<file path="config.mk">
export PLATFORM = sky130hd
export DESIGN_NAME = dma_burst_engine_flat
export DESIGN_NICKNAME = d
export VERILOG_FILES = /design/src/rtl/dma_burst_engine_if.sv /design/src/rtl/dma_burst_engine.sv /design/src/flat_wrapper.sv
export SDC_FILE = /design/constraint.sdc
export NUM_CORES = 1
export LEC_CHECK = 0
export ABC_AREA = 1
export BUFFER_PORTS_ARGS = -buffer_cell sky130_fd_sc_hd__buf_2
export CAP_MARGIN = 20
export CELL_PAD_IN_SITES_DETAIL_PLACEMENT = 0
export CELL_PAD_IN_SITES_GLOBAL_PLACEMENT = 1
export CORE_MARGIN = 1
export CORE_UTILIZATION = 35
export CTS_CLUSTER_DIAMETER = 60
export DETAILED_ROUTE_END_ITERATION = 8
export GPL_TIMING_DRIVEN = 0
export PLACE_DENSITY = 0.86
export SLEW_MARGIN = 20
export SYNTH_ARGS = -nofsm -noshare
export SYNTH_HDL_FRONTEND = slang
export SYNTH_SLANG_ARGS = --single-unit
</file>
<file path="constraint.sdc">
create_clock -name clk -period 2.7 [get_ports clk]
set_input_delay 0.27 -clock clk [delete_from_list [all_inputs] [get_ports clk]]
set_output_delay 0.27 -clock clk [all_outputs]
set_load 0.005 [all_outputs]
</file>
<file path="src/rtl/dma_burst_engine_if.sv">
// Host-FIFO and MIG user-port bundle for dma_burst_engine.
// master = engine side, slave = FIFO/MIG side.
interface dma_burst_engine_if #(
    parameter int unsigned DATA_WIDTH = 32,
    parameter int unsigned ADDR_WIDTH = 30,
    parameter int unsigned CNT_W      = 11
);
    logic                    ib_re;
    logic [DATA_WIDTH-1:0]   ib_data;
    logic                    ib_valid;
    logic [CNT_W-1:0]        ib_count;

    logic                    ob_we;
    logic [DATA_WIDTH-1:0]   ob_data;
    logic [CNT_W-1:0]        ob_count;

    logic                    cmd_en;
    logic [2:0]              cmd_instr;
    logic [ADDR_WIDTH-1:0]   cmd_byte_addr;
    logic [5:0]              cmd_bl;
    logic                    cmd_full;

    logic                    wr_en;
    logic [DATA_WIDTH-1:0]   wr_data;
    logic [DATA_WIDTH/8-1:0] wr_mask;
    logic                    wr_full;

    logic                    rd_en;
    logic [DATA_WIDTH-1:0]   rd_data;
    logic                    rd_empty;

    modport master (
        output ib_re, input ib_data, ib_valid, ib_count,
        output ob_we, ob_data, input ob_count,
        output cmd_en, cmd_instr, cmd_byte_addr, cmd_bl, input cmd_full,
        output wr_en, wr_data, wr_mask, input wr_full,
        output rd_en, input rd_data, rd_empty
    );

    modport slave (
        input ib_re, output ib_data, ib_valid, ib_count,
        input ob_we, ob_data, output ob_count,
        input cmd_en, cmd_instr, cmd_byte_addr, cmd_bl, output cmd_full,
        input wr_en, wr_data, wr_mask, output wr_full,
        input rd_en, output rd_data, rd_empty
    );
endinterface

</file>
<file path="src/rtl/dma_burst_engine.sv">
// Multi-burst DMA between host FIFOs and one MIG user port.
// Write mode streams input FIFO -> DDR, read mode streams DDR -> output FIFO.
module dma_burst_engine #(
    parameter int unsigned DATA_WIDTH = 32,
    parameter int unsigned BURST_LEN  = 32,
    parameter int unsigned FIFO_DEPTH = 1024,
    parameter int unsigned ADDR_WIDTH = 30,
    parameter int unsigned CNT_W      = $clog2(FIFO_DEPTH) + 1
) (
    input  logic                  clk,
    input  logic                  reset,
    input  logic                  calib_done,
    input  logic                  start,
    input  logic                  mode,
    input  logic [ADDR_WIDTH-1:0] start_addr,
    input  logic [15:0]           burst_num,
    output logic                  busy,
    output logic                  done,
    dma_burst_engine_if.master    bus
);
    localparam int unsigned BW = $clog2(BURST_LEN) + 1;
    localparam logic [ADDR_WIDTH-1:0] AddrStep = ADDR_WIDTH'(BURST_LEN * DATA_WIDTH / 8);

    typedef enum logic [2:0] {
        StIdle, StWWait, StWData, StWCmd, StRWait, StRCmd, StRData, StFinish
    } state_e;

    state_e                  state_q, state_d;
    logic [ADDR_WIDTH-1:0]   addr_q, addr_d;
    logic [15:0]             rem_q, rem_d;
    logic [BW-1:0]           req_q, req_d;
    logic [BW-1:0]           wcnt_q, wcnt_d;
    logic [DATA_WIDTH-1:0]   out_q, out_d, hold_q, hold_d, ob_data_q, ob_data_d;
    logic                    out_vld_q, out_vld_d, hold_vld_q, hold_vld_d;
    logic                    ob_we_q, ob_we_d, done_q, done_d;
    logic                    ib_re, wr_en, cmd_en, rd_en;
    logic [2:0]              cmd_instr;
    logic [1:0]              occ;

    always_comb begin
        state_d    = state_q;
        addr_d     = addr_q;
        rem_d      = rem_q;
        req_d      = req_q;
        wcnt_d     = wcnt_q;
        out_d      = out_q;
        out_vld_d  = out_vld_q;
        hold_d     = hold_q;
        hold_vld_d = hold_vld_q;
        done_d     = 1'b0;
        ib_re      = 1'b0;
        wr_en      = 1'b0;
        cmd_en     = 1'b0;
        cmd_instr  = 3'b000;
        rd_en      = 1'b0;
        occ        = 2'd0;

        unique case (state_q)
            StIdle: begin
                if (start) begin
                    addr_d = start_addr;
                    rem_d  = burst_num;
                    if (burst_num == 16'd0) state_d = StFinish;
                    else                    state_d = mode ? StRWait : StWWait;
                end
            end
            StWWait: begin
                req_d  = '0;
                wcnt_d = '0;
                if (calib_done && bus.ib_count >= CNT_W'(BURST_LEN)) state_d = StWData;
            end
            StWData: begin
                wr_en = out_vld_q && !bus.wr_full;
                // Words held or in flight after this cycle must leave room for one more
                occ   = 2'(out_vld_q) + 2'(hold_vld_q) + 2'(bus.ib_valid);
                ib_re = (req_q < BW'(BURST_LEN)) && ((occ - 2'(wr_en)) <= 2'd1);
                if (ib_re) req_d = req_q + 1'b1;
                if (wr_en) wcnt_d = wcnt_q + 1'b1;
                if (!out_vld_q || wr_en) begin
                    if (hold_vld_q) begin
                        out_d      = hold_q;
                        out_vld_d  = 1'b1;
                        hold_vld_d = 1'b0;
                        if (bus.ib_valid) begin
                            hold_d     = bus.ib_data;
                            hold_vld_d = 1'b1;
                        end
                    end else if (bus.ib_valid) begin
                        out_d     = bus.ib_data;
                        out_vld_d = 1'b1;
                    end else begin
                        out_vld_d = 1'b0;
                    end
                end else if (bus.ib_valid) begin
                    hold_d     = bus.ib_data;
                    hold_vld_d = 1'b1;
                end
                if (wr_en && wcnt_q == BW'(BURST_LEN - 1)) state_d = StWCmd;
            end
            StWCmd: begin
                if (!bus.cmd_full) begin
                    cmd_en  = 1'b1;
                    addr_d  = addr_q + AddrStep;
                    rem_d   = rem_q - 16'd1;
                    state_d = (rem_q == 16'd1) ? StFinish : StWWait;
                end
            end
            StRWait: begin
                req_d = '0;
                if (calib_done && bus.ob_count <= CNT_W'(FIFO_DEPTH - BURST_LEN)) begin
                    state_d = StRCmd;
                end
            end
            StRCmd: begin
                cmd_instr = 3'b001;
                if (!bus.cmd_full) begin
                    cmd_en  = 1'b1;
                    addr_d  = addr_q + AddrStep;
                    rem_d   = rem_q - 16'd1;
                    state_d = StRData;
                end
            end
            StRData: begin
                rd_en = !bus.rd_empty && (req_q < BW'(BURST_LEN));
                if (rd_en) begin
                    req_d = req_q + 1'b1;
                    if (req_q == BW'(BURST_LEN - 1)) begin
                        state_d = (rem_q == 16'd0) ? StFinish : StRWait;
                    end
                end
            end
            StFinish: begin
                done_d  = 1'b1;
                state_d = StIdle;
            end
            default: state_d = StIdle;
        endcase

        ob_we_d   = rd_en;
        ob_data_d = rd_en ? bus.rd_data : ob_data_q;
    end

    always_ff @(posedge clk) begin
        if (!reset) begin
            state_q    <= StIdle;
            addr_q     <= '0;
            rem_q      <= '0;
            req_q      <= '0;
            wcnt_q     <= '0;
            out_q      <= '0;
            out_vld_q  <= 1'b0;
            hold_q     <= '0;
            hold_vld_q <= 1'b0;
            ob_data_q  <= '0;
            ob_we_q    <= 1'b0;
            done_q     <= 1'b0;
        end else begin
            state_q    <= state_d;
            addr_q     <= addr_d;
            rem_q      <= rem_d;
            req_q      <= req_d;
            wcnt_q     <= wcnt_d;
            out_q      <= out_d;
            out_vld_q  <= out_vld_d;
            hold_q     <= hold_d;
            hold_vld_q <= hold_vld_d;
            ob_data_q  <= ob_data_d;
            ob_we_q    <= ob_we_d;
            done_q     <= done_d;
        end
    end

    assign busy              = (state_q != StIdle);
    assign done              = done_q;
    assign bus.ib_re         = ib_re;
    assign bus.ob_we         = ob_we_q;
    assign bus.ob_data       = ob_data_q;
    assign bus.cmd_en        = cmd_en;
    assign bus.cmd_instr     = cmd_instr;
    assign bus.cmd_byte_addr = addr_q;
    assign bus.cmd_bl        = 6'(BURST_LEN - 1);
    assign bus.wr_en         = wr_en;
    assign bus.wr_data       = out_q;
    assign bus.wr_mask       = '0;
    assign bus.rd_en         = rd_en;
endmodule

</file>
<file path="src/flat_wrapper.sv">
// flat-port wrapper written by rule: the top's interface ports become plain ports
module dma_burst_engine_flat 
#(
    parameter int unsigned DATA_WIDTH = 32,
    parameter int unsigned BURST_LEN  = 32,
    parameter int unsigned FIFO_DEPTH = 1024,
    parameter int unsigned ADDR_WIDTH = 30,
    parameter int unsigned CNT_W      = $clog2(FIFO_DEPTH) + 1
)
  (clk, reset, calib_done, start, mode, start_addr, burst_num, busy, done, bus_ib_re, bus_ib_data, bus_ib_valid, bus_ib_count, bus_ob_we, bus_ob_data, bus_ob_count, bus_cmd_en, bus_cmd_instr, bus_cmd_byte_addr, bus_cmd_bl, bus_cmd_full, bus_wr_en, bus_wr_data, bus_wr_mask, bus_wr_full, bus_rd_en, bus_rd_data, bus_rd_empty);
  dma_burst_engine_if #(.DATA_WIDTH(DATA_WIDTH), .ADDR_WIDTH(ADDR_WIDTH), .CNT_W(CNT_W)) bus_i ();
  input  logic clk;
  input  logic reset;
  input  logic calib_done;
  input  logic start;
  input  logic mode;
  input  logic [ADDR_WIDTH-1:0] start_addr;
  input  logic [15:0] burst_num;
  output logic busy;
  output logic done;
  output wire logic [$bits(bus_i.ib_re)-1:0] bus_ib_re;
  input wire logic [$bits(bus_i.ib_data)-1:0] bus_ib_data;
  input wire logic [$bits(bus_i.ib_valid)-1:0] bus_ib_valid;
  input wire logic [$bits(bus_i.ib_count)-1:0] bus_ib_count;
  output wire logic [$bits(bus_i.ob_we)-1:0] bus_ob_we;
  output wire logic [$bits(bus_i.ob_data)-1:0] bus_ob_data;
  input wire logic [$bits(bus_i.ob_count)-1:0] bus_ob_count;
  output wire logic [$bits(bus_i.cmd_en)-1:0] bus_cmd_en;
  output wire logic [$bits(bus_i.cmd_instr)-1:0] bus_cmd_instr;
  output wire logic [$bits(bus_i.cmd_byte_addr)-1:0] bus_cmd_byte_addr;
  output wire logic [$bits(bus_i.cmd_bl)-1:0] bus_cmd_bl;
  input wire logic [$bits(bus_i.cmd_full)-1:0] bus_cmd_full;
  output wire logic [$bits(bus_i.wr_en)-1:0] bus_wr_en;
  output wire logic [$bits(bus_i.wr_data)-1:0] bus_wr_data;
  output wire logic [$bits(bus_i.wr_mask)-1:0] bus_wr_mask;
  input wire logic [$bits(bus_i.wr_full)-1:0] bus_wr_full;
  output wire logic [$bits(bus_i.rd_en)-1:0] bus_rd_en;
  input wire logic [$bits(bus_i.rd_data)-1:0] bus_rd_data;
  input wire logic [$bits(bus_i.rd_empty)-1:0] bus_rd_empty;
  assign bus_ib_re = bus_i.ib_re;
  assign bus_i.ib_data = bus_ib_data;
  assign bus_i.ib_valid = bus_ib_valid;
  assign bus_i.ib_count = bus_ib_count;
  assign bus_ob_we = bus_i.ob_we;
  assign bus_ob_data = bus_i.ob_data;
  assign bus_i.ob_count = bus_ob_count;
  assign bus_cmd_en = bus_i.cmd_en;
  assign bus_cmd_instr = bus_i.cmd_instr;
  assign bus_cmd_byte_addr = bus_i.cmd_byte_addr;
  assign bus_cmd_bl = bus_i.cmd_bl;
  assign bus_i.cmd_full = bus_cmd_full;
  assign bus_wr_en = bus_i.wr_en;
  assign bus_wr_data = bus_i.wr_data;
  assign bus_wr_mask = bus_i.wr_mask;
  assign bus_i.wr_full = bus_wr_full;
  assign bus_rd_en = bus_i.rd_en;
  assign bus_i.rd_data = bus_rd_data;
  assign bus_i.rd_empty = bus_rd_empty;
  dma_burst_engine #(.DATA_WIDTH(DATA_WIDTH), .BURST_LEN(BURST_LEN), .FIFO_DEPTH(FIFO_DEPTH), .ADDR_WIDTH(ADDR_WIDTH), .CNT_W(CNT_W)) u_core (.clk(clk), .reset(reset), .calib_done(calib_done), .start(start), .mode(mode), .start_addr(start_addr), .burst_num(burst_num), .busy(busy), .done(done), .bus(bus_i));
endmodule
</file>
==> run_results.csv, run 1 <==
group,metric,value,unit
status,status,"finished, violations left",
status,violations,"design-rule violations",
sta,finClkSkew,0.0109,ns
critical_path,worstSetupEndpointType,"output pin",
critical_path,rr_worst_depth,13,
pwr,vdd_drop_max,417,µV
synth,netlist.area_leader.share,40.6,%
critical_path,crit_start,"u_core.hold_vld_q",
pwr,leakage,4.74,nW
sta,slew_viol_final,0,
sta,setup_tns,0,ns
sta,fin_crit_sh,92.7,%
sta,fmax,399,MHz
route,first_iter_violations,429,
critical_path,worst_ep_required_time,2.43,ns
synth,synth_cell_type_count,42,
clock_network,clk_pin_slew_worst_paths,0.08,ns
place,dp_hpwl,18700,µm
floorplan,dieArea,23300,µm²
critical_path,regToRegSetupSlack,0.37,ns
clock_network,cts_tree,"yes",
pwr,p_switching,0.00331,W
synth,synth_enable_flop_cells,0,
synth,yosys_register_bits,161,
sta,hold_viol,0,
clock_network,cts-root-buf,"clkbuf_16",
job,max_cap_violations,0,
sta,setup_violations,0,
route,drt-total-wl,25200,µm
final_layout,final_cells,1752,
critical_path,rr_endpoint,"u_core.req_q[1]",
final_layout,syn2layout_area_growth,27.2,%
clock_network,clock_path_buffers,2,
route,drtPass1Iterations,9,
place,dp_cells,1720,
floorplan,core,22000,µm²
route,ant_nets,0,
synth,syn-instance-count,1194,
sta,worst_pin_slew,0.838,ns
synth,synth_largest_area_cell,"dfxtp_1",
floorplan,die_x,153,µm
floorplan,die_y,153,µm
synth,syn_avg_cell_area,6.64,µm²
place,place_congestion,0.863,
global_route,grt_max_degree,18,
final_layout,nNetsFinal,1607,
final_layout,nFillCells,2354,
synth,seq_area_frac_synth,40.6,%
pwr,share_comb_of_total_power,33.4,%
critical_path,crit_fanout,16,
route,wl_per_cell,14.4,µm
place,portBuffers,236,
clock_network,insertion_delay,0.43,ns
sta,relSlewSlack,44.2,%
route,vias,8510,
synth,synth-async-reset-ratio,0,%
floorplan,initial_core_util,36.0,%
sta,finalCriticalPeriod,2.50,ns
clock_network,cts_resized,0,
global_route,grtUsageTotal,21.4,%
hold_path,hold_path.class,"in2reg",
pwr,switching_share,39.1,%
clock_network,h-tree-depth,4,
clock_network,numCtsBuffers,17,
critical_path,path_class,"reg2out",
critical_path,critPathArrivalTime,2.23,ns
pwr,power_density,840,nW/µm²
global_route,grt_pass1_wl,39800,µm
synth,synthFlopType,"dfxtp_1",
clock_network,cts_sinks,161,
pwr,p_int,0.00515,W
synth,yosys_warnings,0,
critical_path,crit_end,"bus_ib_re",
floorplan,fp-row-count,54,
floorplan,num_io_pins,255,
global_route,antenna_found_initial,3,
synth,syn_area,7930,µm²
route,viasPerCell,4.86,
synth,ys_top_cells_by_area,"dfxtp_1, nand2_1, nor2_1",
global_route,grt_pass1_vias,7821,
pwr,p_clk_share,29.4,%
pwr,p_seq_share,37.2,%
critical_path,timing.rr.start,"u_core.hold_vld_q",
sta,grt_setup_unrepaired,"no",
critical_path,critPathLaunchType,"register",
route,drt_drc_violations_left,10,
global_route,overflow,0,
final_layout,drive_gt1_share,22.9,%
sta,fin_hold_ws,0.0608,ns
logic make-up (layout without fill, tap and decap cells):
logic type               count (synthesis)  count (layout)  share of synthesized area, %
AND/OR/NAND/NOR                        606             606                          31.3
adder cells (fa/ha/maj)                  8               8                          1.26
AO/OA/AOI/OAI                          257             257                          17.2
flip-flops                             161             161                          40.6
XOR/XNOR                                 4               4                         0.442
buffers and inverters                  156             423                          9.06
other                                    2              13                        0.0947
area by class of cell:
class / instances / area (µm²) / area share, %
Tap cell: 280 / 350 / 3.47
Buffer: 69 / 387 / 3.83
Inverter: 86 / 328 / 3.25
Sequential cell: 161 / 3220 / 32.0
Antenna cell: 1 / 2.50 / 0.0248
Multi-Input combinational cell: 887 / 4030 / 39.9
Clock buffer: 18 / 429 / 4.25
Clock inverter: 14 / 160 / 1.59
Timing Repair Buffer: 236 / 1180 / 11.7
how the worst min path moves through the flow:
stage	depth (start not counted)	endpoint	startpoint	slack, ns
final	3	u_core.bus.ob_data[19]	bus_rd_data[19]	0.06
after global routing	3	u_core.bus.ob_data[28]	bus_rd_data[28]	0.04
after CTS	3	u_core.bus.ob_data[24]	bus_rd_data[24]	0.04
after detailed placement	2	u_core.bus.cmd_byte_addr[1]	u_core.bus.cmd_byte_addr[1]	0.44
after global placement	2	u_core.bus.cmd_byte_addr[6]	u_core.bus.cmd_byte_addr[6]	0.43
after floorplan	2	u_core.bus.ob_data[10]	bus_rd_data[10]	0.40
per-stage QoR:
| stage | instance area (µm²) | util (%) | power, W | worst slack [ns] |
|---|---|---|---|---|
| floorplan | 7970 | - | 0.00500 | 0.525 |
| global route | 10100 | 45.8 | 0.00904 | 0.0214 |
| detailed placement | 9500 | 43.1 | 0.00601 | 0.00769 |
| finish | 10100 | 45.8 | 0.00847 | 0.196 |
| CTS | 10100 | 45.8 | 0.00853 | 0.140 |
| global placement | 9500 | 43.1 | 0.00598 | 0.000522 |
power by group through the flow:
stage / registers (W) / clock network [W] / logic [W]
floorplan: 0.00312 / 0 / 0.00187
global placement: 0.00318 / 0 / 0.00280
global route: 0.00320 / 0.00264 / 0.00320
detailed placement: 0.00318 / 0 / 0.00283
finish: 0.00315 / 0.00249 / 0.00283
CTS: 0.00314 / 0.00255 / 0.00284
synthesized netlist by cell type, types with 2 or more instances:
cell type  count
ha_1           8
buf_2         15
inv_2          5
a31oi_1       37
o22ai_1        2
buf_4         21
conb_1         2
a21oi_1       59
inv_1         79
nand2_2        4
or2_2          6
nand2_1      265
buf_6          4
o211ai_1       2
xnor2_1        3
nor3_1         4
nor2_1       244
nand3b_1       4
buf_1          2
dfxtp_1      161
nand4_1        8
nor2_2         7
clkbuf_1      28
nand3_1       58
o21ai_1        7
o21ai_0      143
layout by cell type (no fill, tap or decap), types with 5 or more instances in the layout:
| cell type | netlist | routed |
|---|---|---|
| a21oi_1 | 59 | 59 |
| a31oi_1 | 37 | 37 |
| buf_2 | 15 | 251 |
| buf_4 | 21 | 21 |
| clkbuf_1 | 28 | 28 |
| clkbuf_16 | 0 | 17 |
| conb_1 | 2 | 12 |
| dfxtp_1 | 161 | 161 |
| ha_1 | 8 | 8 |
| inv_1 | 79 | 79 |
| inv_2 | 5 | 5 |
| inv_6 | 1 | 7 |
| nand2_1 | 265 | 265 |
| nand3_1 | 58 | 58 |
| nand4_1 | 8 | 8 |
| nor2_1 | 244 | 244 |
| nor2_2 | 7 | 7 |
| o21ai_0 | 143 | 143 |
| o21ai_1 | 7 | 7 |
| or2_2 | 6 | 6 |
timing repair:
item / 4_1_cts / 5_1_grt
hold buffers: 0 / 0
endpoints found under the setup margin: 5 / 0
setup buffers: 0 / 0
per-layer routing:
layer	routed length [µm]	share of wire, %	track usage [%]
met1	11000	44	26.3
met3	1900	7.5	5.72
met4	427	1.7	6.30
met2	11900	47	36.5
met5	27	0.11	0
worst max-delay path, cell delays in order (launching register included):
cell	delay [ns]
dfxtp_1	0.31
buf_2	0.19
inv_2	0.17
ha_1	0.31
inv_1	0.04
ha_1	0.25
nand2_1	0.08
nand2_1	0.05
nand2_1	0.05
nand3_1	0.09
nor2_1	0.11
buf_2	0.15
registers in the layout, indices dropped and copies added (netlist names):
| name | flops |
|---|---|
| u_core.bus.ob_we | 1 |
| u_core.out_vld_q | 1 |
| u_core.req_q | 6 |
| u_core.bus.ob_data | 32 |
| u_core.hold_vld_q | 1 |
| u_core.done | 1 |
| u_core.hold_q | 32 |
| u_core.rem_q | 16 |
| u_core.bus.cmd_byte_addr | 30 |
| u_core.bus.wr_data | 32 |
| u_core.wcnt_q | 6 |
| u_core.state_q | 3 |
Power figures use the tool's default switching activity.
==> run 2, diff against run 1 <==
--- a/config.mk
+++ b/config.mk
@@ -12,3 +12,3 @@
 export CELL_PAD_IN_SITES_GLOBAL_PLACEMENT = 1
-export CORE_MARGIN = 1
+export CORE_MARGIN = 1.5
 export CORE_UTILIZATION = 35
==> constraint.sdc (replaced) <==
create_clock -name clk -period 2.7 [get_ports clk]
set_input_delay 0.675 -clock clk [delete_from_list [all_inputs] [get_ports clk]]
set_output_delay 0.675 -clock clk [all_outputs]
set_load 0.005 [all_outputs]
==> run 2 against run 1 <==
  * The flow now finishes without violations
  * Critical path depth is the same
  * First-iteration DRC count decreased by 0.47%
  * Combinational power about the same
  * Clock-buffer cell count is 1 lower
  * Sequential power hardly changed
  * Wire length grew 0.78%
  * Core utilization rose by 0.36 points
  * Worst setup slack worse by 0.13 ns
  * Hold slack better by 0.39 ns
  * Sequential share of layout area decreased by 0.22 points
  * Global-route usage increased by 0.21 points
==> run_results.csv, run 2 (same netlist as run 1, synthesis figures left out) <==
group,metric,value,unit
status,status,"complete, no violations",
place,place_congestion,0.881,
route,first_iter_violations,427,
final_layout,nNetsFinal,1610,
floorplan,fp-row-count,54,
critical_path,path_class,"reg2out",
critical_path,crit_end,"bus_ib_re",
pwr,share_comb_of_total_power,33.8,%
place,place_ws,-0.181,ns
sta,worst_slack,0.0633,ns
pwr,p_clk_share,28.8,%
final_layout,syn2layout_area_growth,28.2,%
route,ant_nets,0,
sta,hold_viol,0,
critical_path,cp_slowest_cell,"dfxtp_2",
global_route,overflow,0,
sta,fin_crit_sh,97.7,%
final_layout,nFillCells,2360,
sta,grt_setup_unrepaired,"yes",
place,portBuffers,236,
floorplan,die_y,154,µm
critical_path,critPathLaunchType,"register",
route,viasPerCell,4.86,
critical_path,slowest_delay,0.32,ns
critical_path,rr_worst_depth,8,
floorplan,die_x,154,µm
pwr,leakage,4.77,nW
final_layout,drive_gt1_share,23.5,%
clock_network,clock_path_buffers,2,
sta,relSlewSlack,47.5,%
floorplan,core,22000,µm²
critical_path,crit_start,"u_core.out_vld_q",
route,vias,8524,
final_layout,final_cells,1755,
sta,slew_viol_final,0,
floorplan,dieArea,23600,µm²
sta,setup_violations,0,
hold_path,min_path_cells,2,
clock_network,numCtsBuffers,17,
pwr,p_seq_share,37.4,%
route,drtPass1Iterations,5,
sta,finalCriticalPeriod,2.64,ns
sta,worst_pin_slew,0.787,ns
route,drt_drc_violations_left,0,
clock_network,cts_sinks,161,
place,dp_hpwl,18800,µm
clock_network,clk_pin_slew_worst_paths,0.07,ns
global_route,grt_pass1_vias,8010,
pwr,vdd_drop_max,417,µV
pwr,switching_share,39.7,%
critical_path,crit_path_frequent_cell,"nand2_1",
critical_path,worst_ep_required_time,2.03,ns
global_route,antenna_found_initial,2,
global_route,grt_max_degree,19,
clock_network,h-tree-depth,4,
clock_network,cts_tree,"yes",
critical_path,cp_cell_sequence,"inv_1 -> nor2_4 -> ha_4 -> inv_1 -> ha_1 -> nand2_1 -> nand2_1 -> nand2_1 -> nand3_2 -> nor2_1 -> buf_2",
place,dp_cells,1720,
sta,finClkSkew,0.0148,ns
pwr,p_int,0.00508,W
critical_path,rr_endpoint,"u_core.bus.cmd_byte_addr[19]",
pwr,power_density,829,nW/µm²
critical_path,worstSetupEndpointType,"output pin",
route,wl_per_cell,14.5,µm
final_layout,finalCoreUtilization,46.2,%
critical_path,regToRegSetupSlack,0.62,ns
critical_path,timing.rr.start,"u_core.bus.cmd_byte_addr[7]",
critical_path,critPathArrivalTime,1.96,ns
job,max_cap_violations,0,
final_layout,layout_common_cells,"nand2_1, buf_2, nor2_1",
critical_path,crit_fanout,3,
global_route,grtUsageTotal,21.6,%
route,drt-total-wl,25400,µm
floorplan,num_io_pins,255,
pwr,p_switching,0.00335,W
hold_path,hold_path.class,"reg2reg",
final_layout,final_common_cell,"nand2_1",
sta,fmax,379,MHz
floorplan,initial_core_util,36.0,%
clock_network,cts-root-buf,"clkbuf_16",
global_route,grt_pass1_wl,40700,µm
clock_network,insertion_delay,0.44,ns
pwr,power,0.00843,W
run 2: changes by cell type in the layout (fill, tap and decap cells not counted), moves of 2 or more:
cell,previous run,this run
dfxtp_2,0,2
nor2_4,0,2
dfxtp_1,161,159
buf_4,21,24
clkinv_8,1,4
clkinv_4,1,3
inv_6,7,2
run 2: worst min path at each step:
stage | start | to | slack (ns)
after floorplan | u_core.wcnt_q[4] | u_core.wcnt_q[4] | 0.42
after global placement | u_core.bus.cmd_byte_addr[6] | u_core.bus.cmd_byte_addr[6] | 0.43
after detailed placement | u_core.bus.cmd_byte_addr[3] | u_core.bus.cmd_byte_addr[3] | 0.44
after CTS | bus_rd_data[26] | u_core.bus.ob_data[26] | 0.43
after global routing | bus_rd_data[5] | u_core.bus.ob_data[5] | 0.44
final | u_core.bus.cmd_byte_addr[3] | u_core.bus.cmd_byte_addr[3] | 0.45
run 2: worst max-delay path: cells and delay by family, from the launching register on:
family	cells	cell delay, ns
adders and majority gates	2	0.51
DFF	1	0.32
and+or+nand+nor	6	0.44
buffers and inverters	3	0.26
run 2: stage by stage:
step | instance area, µm² | setup TNS [ns] | hold slack [ns]
detailed placement | 9500 | -0.276 | 0.437
CTS | 10200 | 0 | 0.433
global route | 10200 | -0.0385 | 0.443
floorplan | 7970 | 0 | 0.422
finish | 10200 | 0 | 0.446
global placement | 9500 | -0.319 | 0.431
run 2: power by group through the flow:
stage	Combinational (W)	Clock [W]	Sequential (W)
floorplan	0.00187	0	0.00312
global placement	0.00280	0	0.00319
detailed placement	0.00283	0	0.00319
CTS	0.00286	0.00250	0.00314
global route	0.00325	0.00260	0.00320
finish	0.00285	0.00243	0.00315
run 2: area by class of cell:
class	instances	area [µm²]	share of cell area, %
antenna	1	2.50	0.0246
buffer	69	393	3.86
clock buffer	17	425	4.18
clock inverter	15	169	1.66
inverter	86	340	3.35
multi-input combinational	887	4060	39.9
sequential	161	3230	31.7
tap	280	350	3.45
timing repair buffer	239	1200	11.8
run 2: what timing repair did:
action / in CTS / in global routing
setup buffers: 3 / 0
hold buffers: 0 / 0
setup endpoints to repair: 6 / 2
hold endpoints to repair: 0 / 0
pin swaps: 2 / 3
resized for setup: 12 / 1
run 2: routing by layer:
| metal | vias to the layer above | wire length (µm) | track usage, % |
|---|---|---|---|
| met3 | 32 | 1850 | 5.69 |
| met1 | 3821 | 11100 | 26.9 |
| li1 | 4379 | - | - |
| met5 | - | 12 | 0 |
| met2 | 290 | 12000 | 36.6 |
| met4 | 2 | 414 | 6.10 |
